`src/rtl/code_det_pkg.sv`:
```
// Shared definitions for the parametrised code detector: FSM state encoding and
// button colour symbols (bit0 = Blue, bit1 = Green, bit2 = Red).
package code_det_pkg;

  typedef enum logic [1:0] {
    ST_IDLE  = 2'd0,
    ST_CHECK = 2'd1,
    ST_OK    = 2'd2,
    ST_LOCK  = 2'd3
  } state_e;

  localparam logic [2:0] SYM_BLUE  = 3'b001;
  localparam logic [2:0] SYM_GREEN = 3'b010;
  localparam logic [2:0] SYM_RED   = 3'b100;

endpackage

```
`src/rtl/code_det_lock_timer.sv`:
```
// Loadable down-counter timing the lockout: start loads LOCK_CYCLES-1, done is high
// once the count has run down to zero.
module code_det_lock_timer #(
  parameter int unsigned LOCK_CYCLES = 16
) (
  input  logic Clk,
  input  logic Rst,
  input  logic start,
  output logic done
);

  localparam int unsigned CNT_W = (LOCK_CYCLES > 1) ? $clog2(LOCK_CYCLES) : 1;
  localparam logic [CNT_W-1:0] LOAD_VAL = CNT_W'(LOCK_CYCLES - 1);

  logic [CNT_W-1:0] cnt;

  always_ff @(posedge Clk) begin
    if (Rst) begin
      cnt <= '0;
    end else if (start) begin
      cnt <= LOAD_VAL;
    end else if (cnt != '0) begin
      cnt <= cnt - 1'b1;
    end
  end

  // The FSM enters LOCK on the start edge, so a zero count on a later cycle means
  // exactly LOCK_CYCLES cycles have been spent in LOCK.
  assign done = (cnt == '0);

endmodule

```
`src/rtl/param_code_detector.sv`:
```
// Parametrised code lock: after Start, collects CODE_LEN symbols, compares them against a
// loadable code register without early exit, and locks out after MAX_FAIL consecutive failures.
module param_code_detector
  import code_det_pkg::*;
#(
  parameter int unsigned                  NUM_BTN      = 3,
  parameter int unsigned                  CODE_LEN     = 4,
  parameter logic [CODE_LEN*NUM_BTN-1:0]  DEFAULT_CODE = {SYM_RED, SYM_GREEN, SYM_BLUE, SYM_RED},
  parameter bit                           SKIP_IDLE    = 1'b0,
  parameter int unsigned                  MAX_FAIL     = 3,
  parameter int unsigned                  LOCK_CYCLES  = 16
) (
  input  logic                            Clk,
  input  logic                            Rst,
  input  logic                            Start,
  input  logic [NUM_BTN-1:0]              Btn,
  input  logic                            Code_Load,
  input  logic [CODE_LEN*NUM_BTN-1:0]     Code_In,
  output logic                            U,
  output logic                            Busy,
  output logic                            Fail,
  output logic                            Locked,
  output logic [$clog2(MAX_FAIL+1)-1:0]   Fail_Cnt
);

  localparam int unsigned IDX_W = (CODE_LEN > 1) ? $clog2(CODE_LEN) : 1;
  localparam int unsigned CNT_W = $clog2(MAX_FAIL + 1);
  localparam logic [IDX_W-1:0] LAST_IDX   = IDX_W'(CODE_LEN - 1);
  localparam logic [CNT_W-1:0] FAIL_LIMIT = CNT_W'(MAX_FAIL);

  state_e                        state;
  logic [IDX_W-1:0]              idx;
  logic                          match;
  logic [CODE_LEN*NUM_BTN-1:0]   code;
  logic [CNT_W-1:0]              fail_cnt;
  logic                          fail_evt;

  logic                          sym_hit;
  logic                          consume;
  logic                          new_match;
  logic                          last_sym;
  logic [CNT_W-1:0]              fail_cnt_inc;
  logic                          lock_start;
  logic                          lock_done;

  // NOTE: every signal gets an unconditional value at the top of always_comb, so no
  // path through the block can leave one unassigned and infer a latch.
  always_comb begin
    sym_hit      = (Btn == code[idx*NUM_BTN +: NUM_BTN]);
    consume      = !SKIP_IDLE || (Btn != '0);
    new_match    = match & sym_hit;
    last_sym     = (idx == LAST_IDX);
    fail_cnt_inc = (fail_cnt == FAIL_LIMIT) ? fail_cnt : fail_cnt + 1'b1;
    lock_start   = (state == ST_CHECK) && !Start && consume && last_sym &&
                   !new_match && (fail_cnt_inc == FAIL_LIMIT);
  end

  code_det_lock_timer #(
    .LOCK_CYCLES(LOCK_CYCLES)
  ) u_lock_timer (
    .Clk   (Clk),
    .Rst   (Rst),
    .start (lock_start),
    .done  (lock_done)
  );

  // NOTE: sequential state uses non-blocking assignments only, so every register sees
  // the values from before the edge regardless of statement order.
  always_ff @(posedge Clk) begin
    if (Rst) begin
      state    <= ST_IDLE;
      idx      <= '0;
      match    <= 1'b1;
      // NOTE: the code register is reset like ordinary state because a reset must
      // restore DEFAULT_CODE, not leave whatever code was last loaded.
      code     <= DEFAULT_CODE;
      fail_cnt <= '0;
      fail_evt <= 1'b0;
      U        <= 1'b0;
      Busy     <= 1'b0;
      Fail     <= 1'b0;
      Locked   <= 1'b0;
      Fail_Cnt <= '0;
    end else begin
      // Moore outputs: registered copies of the state held before this edge.
      U        <= (state == ST_OK);
      Busy     <= (state == ST_CHECK);
      Locked   <= (state == ST_LOCK);
      Fail     <= fail_evt;
      Fail_Cnt <= fail_cnt;
      fail_evt <= 1'b0;

      unique case (state)
        ST_IDLE, ST_OK: begin
          if (Code_Load) begin
            code  <= Code_In;
            state <= ST_IDLE;
          end else if (Start) begin
            state <= ST_CHECK;
            idx   <= '0;
            match <= 1'b1;
          end
        end

        ST_CHECK: begin
          if (Start) begin
            idx   <= '0;
            match <= 1'b1;
          end else if (consume) begin
            if (last_sym) begin
              if (new_match) begin
                state    <= ST_OK;
                fail_cnt <= '0;
              end else begin
                fail_evt <= 1'b1;
                fail_cnt <= fail_cnt_inc;
                state    <= (fail_cnt_inc == FAIL_LIMIT) ? ST_LOCK : ST_IDLE;
              end
            end else begin
              // Keep collecting after a mismatch so every attempt takes the same time.
              idx   <= idx + 1'b1;
              match <= new_match;
            end
          end
        end

        ST_LOCK: begin
          if (lock_done) begin
            state    <= ST_IDLE;
            fail_cnt <= '0;
          end
        end

        default: state <= ST_IDLE;
      endcase
    end
  end

endmodule

```
`config.mk`:
```
export PLATFORM = sky130hd
export DESIGN_NAME = param_code_detector
export DESIGN_NICKNAME = d
export VERILOG_FILES = /design/src/rtl/code_det_pkg.sv /design/src/rtl/code_det_lock_timer.sv /design/src/rtl/param_code_detector.sv
export SDC_FILE = /design/constraint.sdc
export NUM_CORES = 1
export LEC_CHECK = 0
export ABC_CLOCK_PERIOD_IN_PS = 2230
export CAP_MARGIN = 15
export CORE_MARGIN = 5
export CORE_UTILIZATION = 51
export CTS_CLUSTER_DIAMETER = 50
export DETAILED_ROUTE_END_ITERATION = 8
export HOLD_SLACK_MARGIN = 0.05
export PLACE_DENSITY_LB_ADDON = 0.08
export SYNTH_ARGS = -nofsm -noshare
export SYNTH_HDL_FRONTEND = slang
export SYNTH_SLANG_ARGS = --single-unit
```
`constraint.sdc`:
```
create_clock -name Clk -period 2.23 [get_ports Clk]
set_clock_uncertainty 0.2 [all_clocks]
set_input_delay 0.669 -clock Clk [delete_from_list [all_inputs] [get_ports Clk]]
set_output_delay 0.669 -clock Clk [all_outputs]
set_load 0.1 [all_outputs]
```
==> results.py, run 1 <==
metrics = {
    "outcome": {
        "status": "completed",
    },
    "floorplan": {
        "die_h_microns": 61.5,
        "start_util": 0.541,
        "core_region_area_sq_um": 2500,
        "rows": 18,
        "die_width_microns": 61.5,
        "num_io_pins": 25,
        "die_area_sq_um": 3780,
    },
    "global_routing": {
        "antenna_found_initial": 0,
        "track_usage": 0.179,
        "gr-total-overflow": 0,
        "grt_max_degree": 15,
        "grt_pass1_vias": 1175,
        "grt_pass1_wl_mm": 4.75,
    },
    "final_layout": {
        "nets": 210,
        "stdcell_area_sq_um": 1820,
        "layout_common_cells": "31 x nand2_1, 29 x dfxtp_1, 17 x clkdlybuf4s50_1, 15 x a21oi_1, 14 x buf_4",
        "syn_to_final_growth_pct": 34.9,
        "final_layout_size_suffix_gt1_frac": 0.223,
        "fill_cells": 211,
        "layout_commonest_cell": "nand2_1",
        "stdcell_count": 218,
        "n_antenna_cell": 0,
    },
    "sta": {
        "rsz0062_at_grt": "no",
        "post-route-period-util": 0.935,
        "clock.fmax_mhz": 480,
        "finalSetupViolCount": 0,
        "hold_ws_ns": 0.243,
        "hold_viol_final": 0,
        "worst_pin_slew_ns": 0.400,
        "period_minus_slack_ns": 2.09,
        "maxSlewViolCount": 0,
        "maxSlewHeadroom": 0.732,
    },
    "pwr": {
        "internal_power_w": 0.000894,
        "power_w": 0.00127,
        "power_density_nw_per_um2": 695,
        "power_frac_clock": 0.253,
        "swShare": 0.294,
        "pwr-share-comb": 0.262,
        "power_leakage_nw": 0.733,
        "switchingPower_w": 0.000373,
        "seq_power_share": 0.485,
        "max-vdd-ir-drop_mv": 0.611,
    },
    "setup_path": {
        "cp_top_family": "simple AND/OR/NAND/NOR gates",
        "worstPathArrival_ns": 2.09,
        "critPathKind": "reg -> reg",
        "critPathCaptureType": "flop",
        "crit_chain": "inv_1, ha_2, or3b_2, mux2i_1, nand2_1, a211oi_2, a311oi_1",
        "timing.critical_path.buf_inv": 1,
        "slowest_stage": "or3b_2",
        "crit_required_ns": 2.24,
        "critPathLaunchType": "flop",
        "cpPeakStageDelay_ns": 0.51,
        "cp_max_fo": 5,
    },
    "synthesis": {
        "synth_top_cell_by_area": "dfxtp_1",
        "ys_top_cells_by_area": "dfxtp_1 44%, nand2_1 8.6%, a21oi_1 5.6%",
        "yosys_warnings": 0,
        "post_synth_num_cell_types": 41,
        "synthArstFlopShare": 0,
        "synth_edf_count": 0,
        "synth_seq_area_share": 0.444,
        "syn_inst": 151,
        "synth_nets": 172,
        "synth-seq-cells": 30,
        "synth_top_area_frac": 0.444,
        "synthFlopType": "dfxtp_1",
        "synth_area_sq_um": 1350,
        "syn-mean-instance-area_sq_um": 8.95,
    },
    "routing": {
        "drc": 0,
        "drt-total-wl_mm": 2.90,
        "vias": 1161,
        "first_iter_violations": 27,
        "wl_per_cell_microns": 13.3,
        "drtPass1Iterations": 4,
        "postRouteAntennaNets": 0,
        "via_per_inst": 5.33,
    },
    "clock_network": {
        "postCtsSetupBuffers": 0,
        "cts_tree": "built",
        "root_buffer": "clkbuf_4",
        "cts_made_buffers": 5,
        "cts_max_path_buffers": 2,
        "hold_buffers": 0,
        "cts_resized": 0,
        "clkLatencyLatePin_ns": 0.33,
        "path_clk_slew_ns": 0.09,
        "cts.sinks": 30,
        "htreeDepth": 2,
    },
    "place": {
        "place_area_sq_um": 1760,
        "globalplace.congestion": 0.759,
        "dp_cells": 212,
        "numPortBuffers": 24,
        "place_hpwl_mm": 2.16,
    },
    "run": {
        "max-cap-violations": 0,
    },
    "worst_hold_path": {
        "hp-class": "reg -> reg",
    },
}
-- layer usage --
| layer | routed length, microns | part of all wire | track usage |
|---|---|---|---|
| met1 | 1220 | 0.42 | 0.181 |
| met3 | 176 | 0.061 | 0.0755 |
| met2 | 1430 | 0.49 | 0.316 |
| met4 | 64 | 0.022 | 0.0879 |
| met5 | 0 | 0 | 0 |
-- sequential cells by signal, indices dropped and copies added (netlist names) --
register / count
idx: 2
state: 2
code: 12
Locked: 1
U: 1
Fail: 1
fail_cnt: 2
fail_evt: 1
u_lock_timer.cnt: 4
Fail_Cnt: 2
match: 1
Busy: 1
-- final timing paths --
path                                          start          end  slack (ns)  cells past startpoint
worst min-delay path                       fail_evt         Fail        0.24                      1
worst max register to register  u_lock_timer.cnt[0]  fail_cnt[1]        0.14                      7
worst min register to register             fail_evt         Fail        0.24                      1
worst max-delay path            u_lock_timer.cnt[0]  fail_cnt[1]        0.14                      7
-- worst reg2reg max path: stages, from the launching register on --
cell and delay [ns]:
dfxtp_1 0.32, inv_1 0.09, ha_2 0.21, or3b_2 0.51
mux2i_1 0.20, nand2_1 0.12, a211oi_2 0.24, a311oi_1 0.07
-- synthesized netlist by cell type (2+ instances only) --
master / count
a21oi_1: 15
clkbuf_1: 6
dfxtp_1: 30
ha_1: 2
inv_1: 5
mux2i_1: 3
mux4_2: 2
nand2_1: 31
nand2b_1: 3
nand3b_1: 4
nor2_1: 12
nor2b_1: 4
nor3_1: 2
nor3b_1: 2
o22ai_1: 2
or3_1: 2
xnor2_1: 2
-- area by class of cell --
type,count,area (sq um),area share
multi-input combinational,109,706,0.387
sequential,30,602,0.330
timing repair buffer,38,408,0.224
clock buffer,6,51.3,0.0281
tap,30,37.5,0.0206
inverter,5,18.8,0.0103
-- power by group through the flow --
| stage | Clock, W | Combinational (W) | Sequential (W) |
|---|---|---|---|
| floorplan | 0 | 0.000227 | 0.000621 |
| global placement | 0 | 0.000314 | 0.000623 |
| detailed placement | 0 | 0.000327 | 0.000627 |
| CTS | 0.000329 | 0.000330 | 0.000614 |
| global route | 0.000357 | 0.000371 | 0.000622 |
| finish | 0.000320 | 0.000332 | 0.000615 |
-- through the flow --
stage / setup slack (ns) / TNS [ns] / util
after floorplan: 0.212 / 0 / -
after global placement: -0.281 / -2.24 / 0.704
after detailed placement: -0.312 / -2.67 / 0.704
after CTS: 0.0382 / 0 / 0.725
after global routing: 0.0202 / 0 / 0.729
final: 0.145 / 0 / 0.729
-- logic make-up (layout without fill, tap and decap cells) --
logic type / Yosys count / after routing / synth area share
muxes: 7 / 7 / 0.0750
xor gates and xnor gates: 3 / 3 / 0.0250
DFF: 30 / 30 / 0.444
adders and majority gates: 2 / 2 / 0.0185
and+or+nand+nor: 68 / 68 / 0.248
buffers and inverters: 12 / 49 / 0.0389
AOI/OAI and AO/OA: 29 / 29 / 0.150
No activity file was read; power rests on OpenSTA's default activity.
==> run 2, diff against run 1 <==
--- a/config.mk
+++ b/config.mk
@@ -10,9 +10,12 @@
 export CORE_MARGIN = 5
 export CORE_UTILIZATION = 51
 export CTS_CLUSTER_DIAMETER = 50
+export CTS_CLUSTER_SIZE = 12
 export DETAILED_ROUTE_END_ITERATION = 8
 export HOLD_SLACK_MARGIN = 0.05
+export MAX_ROUTING_LAYER = met4
 export PLACE_DENSITY_LB_ADDON = 0.08
 export SYNTH_ARGS = -nofsm -noshare
 export SYNTH_HDL_FRONTEND = slang
+export SYNTH_HIERARCHICAL = 1
 export SYNTH_SLANG_ARGS = --single-unit
==> results.py, run 2 <==
metrics = {
    "setup_path": {
        "cp_max_fo": 4,
        "r2r_cells": 7,
        "reg2reg_slack_ns": 0.01,
        "critPathLaunchType": "flop",
        "reg2reg_from": "idx[0]",
        "rr_endpoint": "u_lock_timer/cnt[2]",
        "critPathCaptureType": "flop",
        "worstPathArrival_ns": 2.28,
        "crit_required_ns": 2.29,
        "critPathLaunch": "idx[0]",
        "critPathKind": "reg -> reg",
    },
    "pwr": {
        "power_w": 0.00132,
        "power_density_nw_per_um2": 699,
        "max-vdd-ir-drop_mv": 0.607,
        "power_leakage_nw": 0.727,
    },
    "final_layout": {
        "layout_commonest_cell": "nand2_1",
        "n_antenna_cell": 0,
        "top_regs": "code (12), u_lock_timer/cnt (4)",
        "utilization": 0.742,
        "layout_common_cells": "32 x nand2_1, 29 x dfxtp_1, 17 x clkdlybuf4s50_1",
        "syn_to_final_growth_pct": 36.8,
        "largest_reg_flops": 12,
        "stdcell_count": 226,
        "seq_area_sq_um": 604,
        "nets": 217,
        "fill_cells": 200,
        "multiInputGateArea_sq_um": 764,
        "regMostFlops": "code",
        "final_layout_size_suffix_gt1_frac": 0.209,
    },
    "place": {
        "dp_cells": 218,
        "numPortBuffers": 24,
        "place_hpwl_mm": 2.30,
        "globalplace.congestion": 0.820,
    },
    "routing": {
        "first_iter_violations": 55,
        "drtPass1Iterations": 4,
        "via_per_inst": 5.36,
        "drc": 0,
        "drt-total-wl_mm": 3.00,
        "postRouteAntennaNets": 0,
        "wl_per_cell_microns": 13.3,
        "vias": 1212,
    },
    "synthesis": {
        "synth_edf_count": 0,
        "ys_top_cells_by_area": "dfxtp_1 43%, nand2_1 8.7%, a21oi_1 5.8%",
        "synth_top_area_frac": 0.435,
        "post_synth_num_cell_types": 41,
        "synth_area_sq_um": 1380,
        "syn-mean-instance-area_sq_um": 8.74,
        "synth_commonest_cells": "32 x nand2_1, 30 x dfxtp_1, 16 x a21oi_1",
        "synth_nets": 179,
        "synth_seq_area_share": 0.435,
        "synthArstFlopShare": 0,
        "synthFlopType": "dfxtp_1",
        "synth-seq-cells": 30,
        "synth_most_common_cell": "nand2_1",
        "yosys_warnings": 6,
        "syn_inst": 158,
        "synth_top_cell_by_area": "dfxtp_1",
    },
    "clock_network": {
        "clkLatencyLatePin_ns": 0.32,
        "cts_tree": "built",
        "cts_made_buffers": 5,
        "htreeDepth": 2,
        "hold_buffers": 0,
        "path_clk_slew_ns": 0.09,
        "cts_max_path_buffers": 2,
        "cts.sinks": 30,
        "root_buffer": "clkbuf_4",
    },
    "sta": {
        "post-route-period-util": 0.994,
        "clock.fmax_mhz": 451,
        "rsz0062_at_grt": "yes",
        "maxSlewViolCount": 0,
        "hold_viol_final": 0,
        "maxSlewHeadroom": 0.741,
        "period_minus_slack_ns": 2.22,
        "finalSetupViolCount": 0,
        "worst_pin_slew_ns": 0.388,
    },
    "floorplan": {
        "die_h_microns": 62.0,
        "die_width_microns": 62.0,
        "num_io_pins": 25,
        "core_region_area_sq_um": 2540,
        "rows": 18,
        "start_util": 0.543,
        "die_area_sq_um": 3850,
    },
    "outcome": {
        "status": "completed",
    },
    "global_routing": {
        "grt_use_met2": 0.321,
        "use_met1": 0.185,
        "track_usage": 0.187,
        "gr-total-overflow": 0,
        "grt_pass1_vias": 1183,
        "grt_max_degree": 14,
        "top_usage_layer": "met2",
        "antenna_found_initial": 0,
        "use_met3": 0.0744,
        "grt_pass1_wl_mm": 4.97,
    },
    "run": {
        "max-cap-violations": 0,
    },
    "worst_hold_path": {
        "hold_end": "Fail",
        "min_path_cells": 1,
        "worstHoldStart": "fail_evt",
        "hp-class": "reg -> reg",
    },
}
run 2: cell families after synthesis:
group / synth area share
AND/OR/NAND/NOR: 0.256
AO/OA/AOI/OAI: 0.157
flip-flops: 0.435
buffers and inverters: 0.0444
multiplexers: 0.0706
XOR/XNOR: 0.0190
adder cells (fa/ha/maj): 0.0181
run 2: worst max-delay path: stages, from the launching register on:
cell	delay, ns
dfxtp_4	0.38
mux4_2	0.53
xor2_2	0.22
a31oi_4	0.06
a2111oi_4	0.38
inv_1	0.13
buf_6	0.15
a21oi_2	0.12
run 2: area by class of cell:
| class | count | area share |
|---|---|---|
| tap | 30 | 0.0199 |
| timing repair buffer | 38 | 0.218 |
| clock buffer | 7 | 0.0238 |
| inverter | 7 | 0.0139 |
| multi-input combinational | 114 | 0.405 |
| sequential | 30 | 0.320 |
run 2: stage by stage:
step | setup slack [ns] | cell area, sq um | TNS [ns] | hold slack, ns
6_report | 0.0135 | 1890 | 0 | 0.248
5_1_grt | -0.102 | 1890 | -0.344 | 0.267
4_1_cts | 0.0113 | 1860 | 0 | 0.252
3_5_place_dp | -0.372 | 1800 | -2.42 | 0.231
3_3_place_gp | -0.270 | 1800 | -1.89 | 0.242
2_1_floorplan | 0.0111 | 1400 | 0 | 0.214
run 2: routing by layer:
layer / share of wire / routed length (microns) / up-vias
met5: 0 / 0 / -
met1: 0.41 / 1240 / 562
li1: - / - / 617
met4: 0.018 / 54 / 0
met2: 0.51 / 1540 / 27
met3: 0.055 / 166 / 6
run 2: worst max path at each step:
| stage | to | cells past startpoint | slack, ns |
|---|---|---|---|
| after global routing | u_lock_timer/cnt[1] | 6 | -0.10 |
| after CTS | u_lock_timer/cnt[2] | 7 | 0.01 |
| after detailed placement | u_lock_timer/cnt[2] | 8 | -0.37 |
| final | u_lock_timer/cnt[2] | 7 | 0.01 |
| after floorplan | u_lock_timer/cnt[1] | 7 | 0.01 |
| after global placement | u_lock_timer/cnt[1] | 7 | -0.27 |
run 2: where the power goes:
group          switching [W]  leakage (nW)  total (W)  internal [W]
clock               0.000166        0.0254   0.000285      0.000119
combinational       0.000201         0.455   0.000409      0.000208
sequential         0.0000407         0.246   0.000627      0.000586
total               0.000408         0.727    0.00132      0.000913
run 2: what timing repair did:
action | 4_1_cts | 5_1_grt
gates cloned | 0 | 0
buffers inserted | 0 | 1
resized for setup | 3 | 6
endpoints found under the setup margin | 4 | 4
pin swaps | 1 | 2
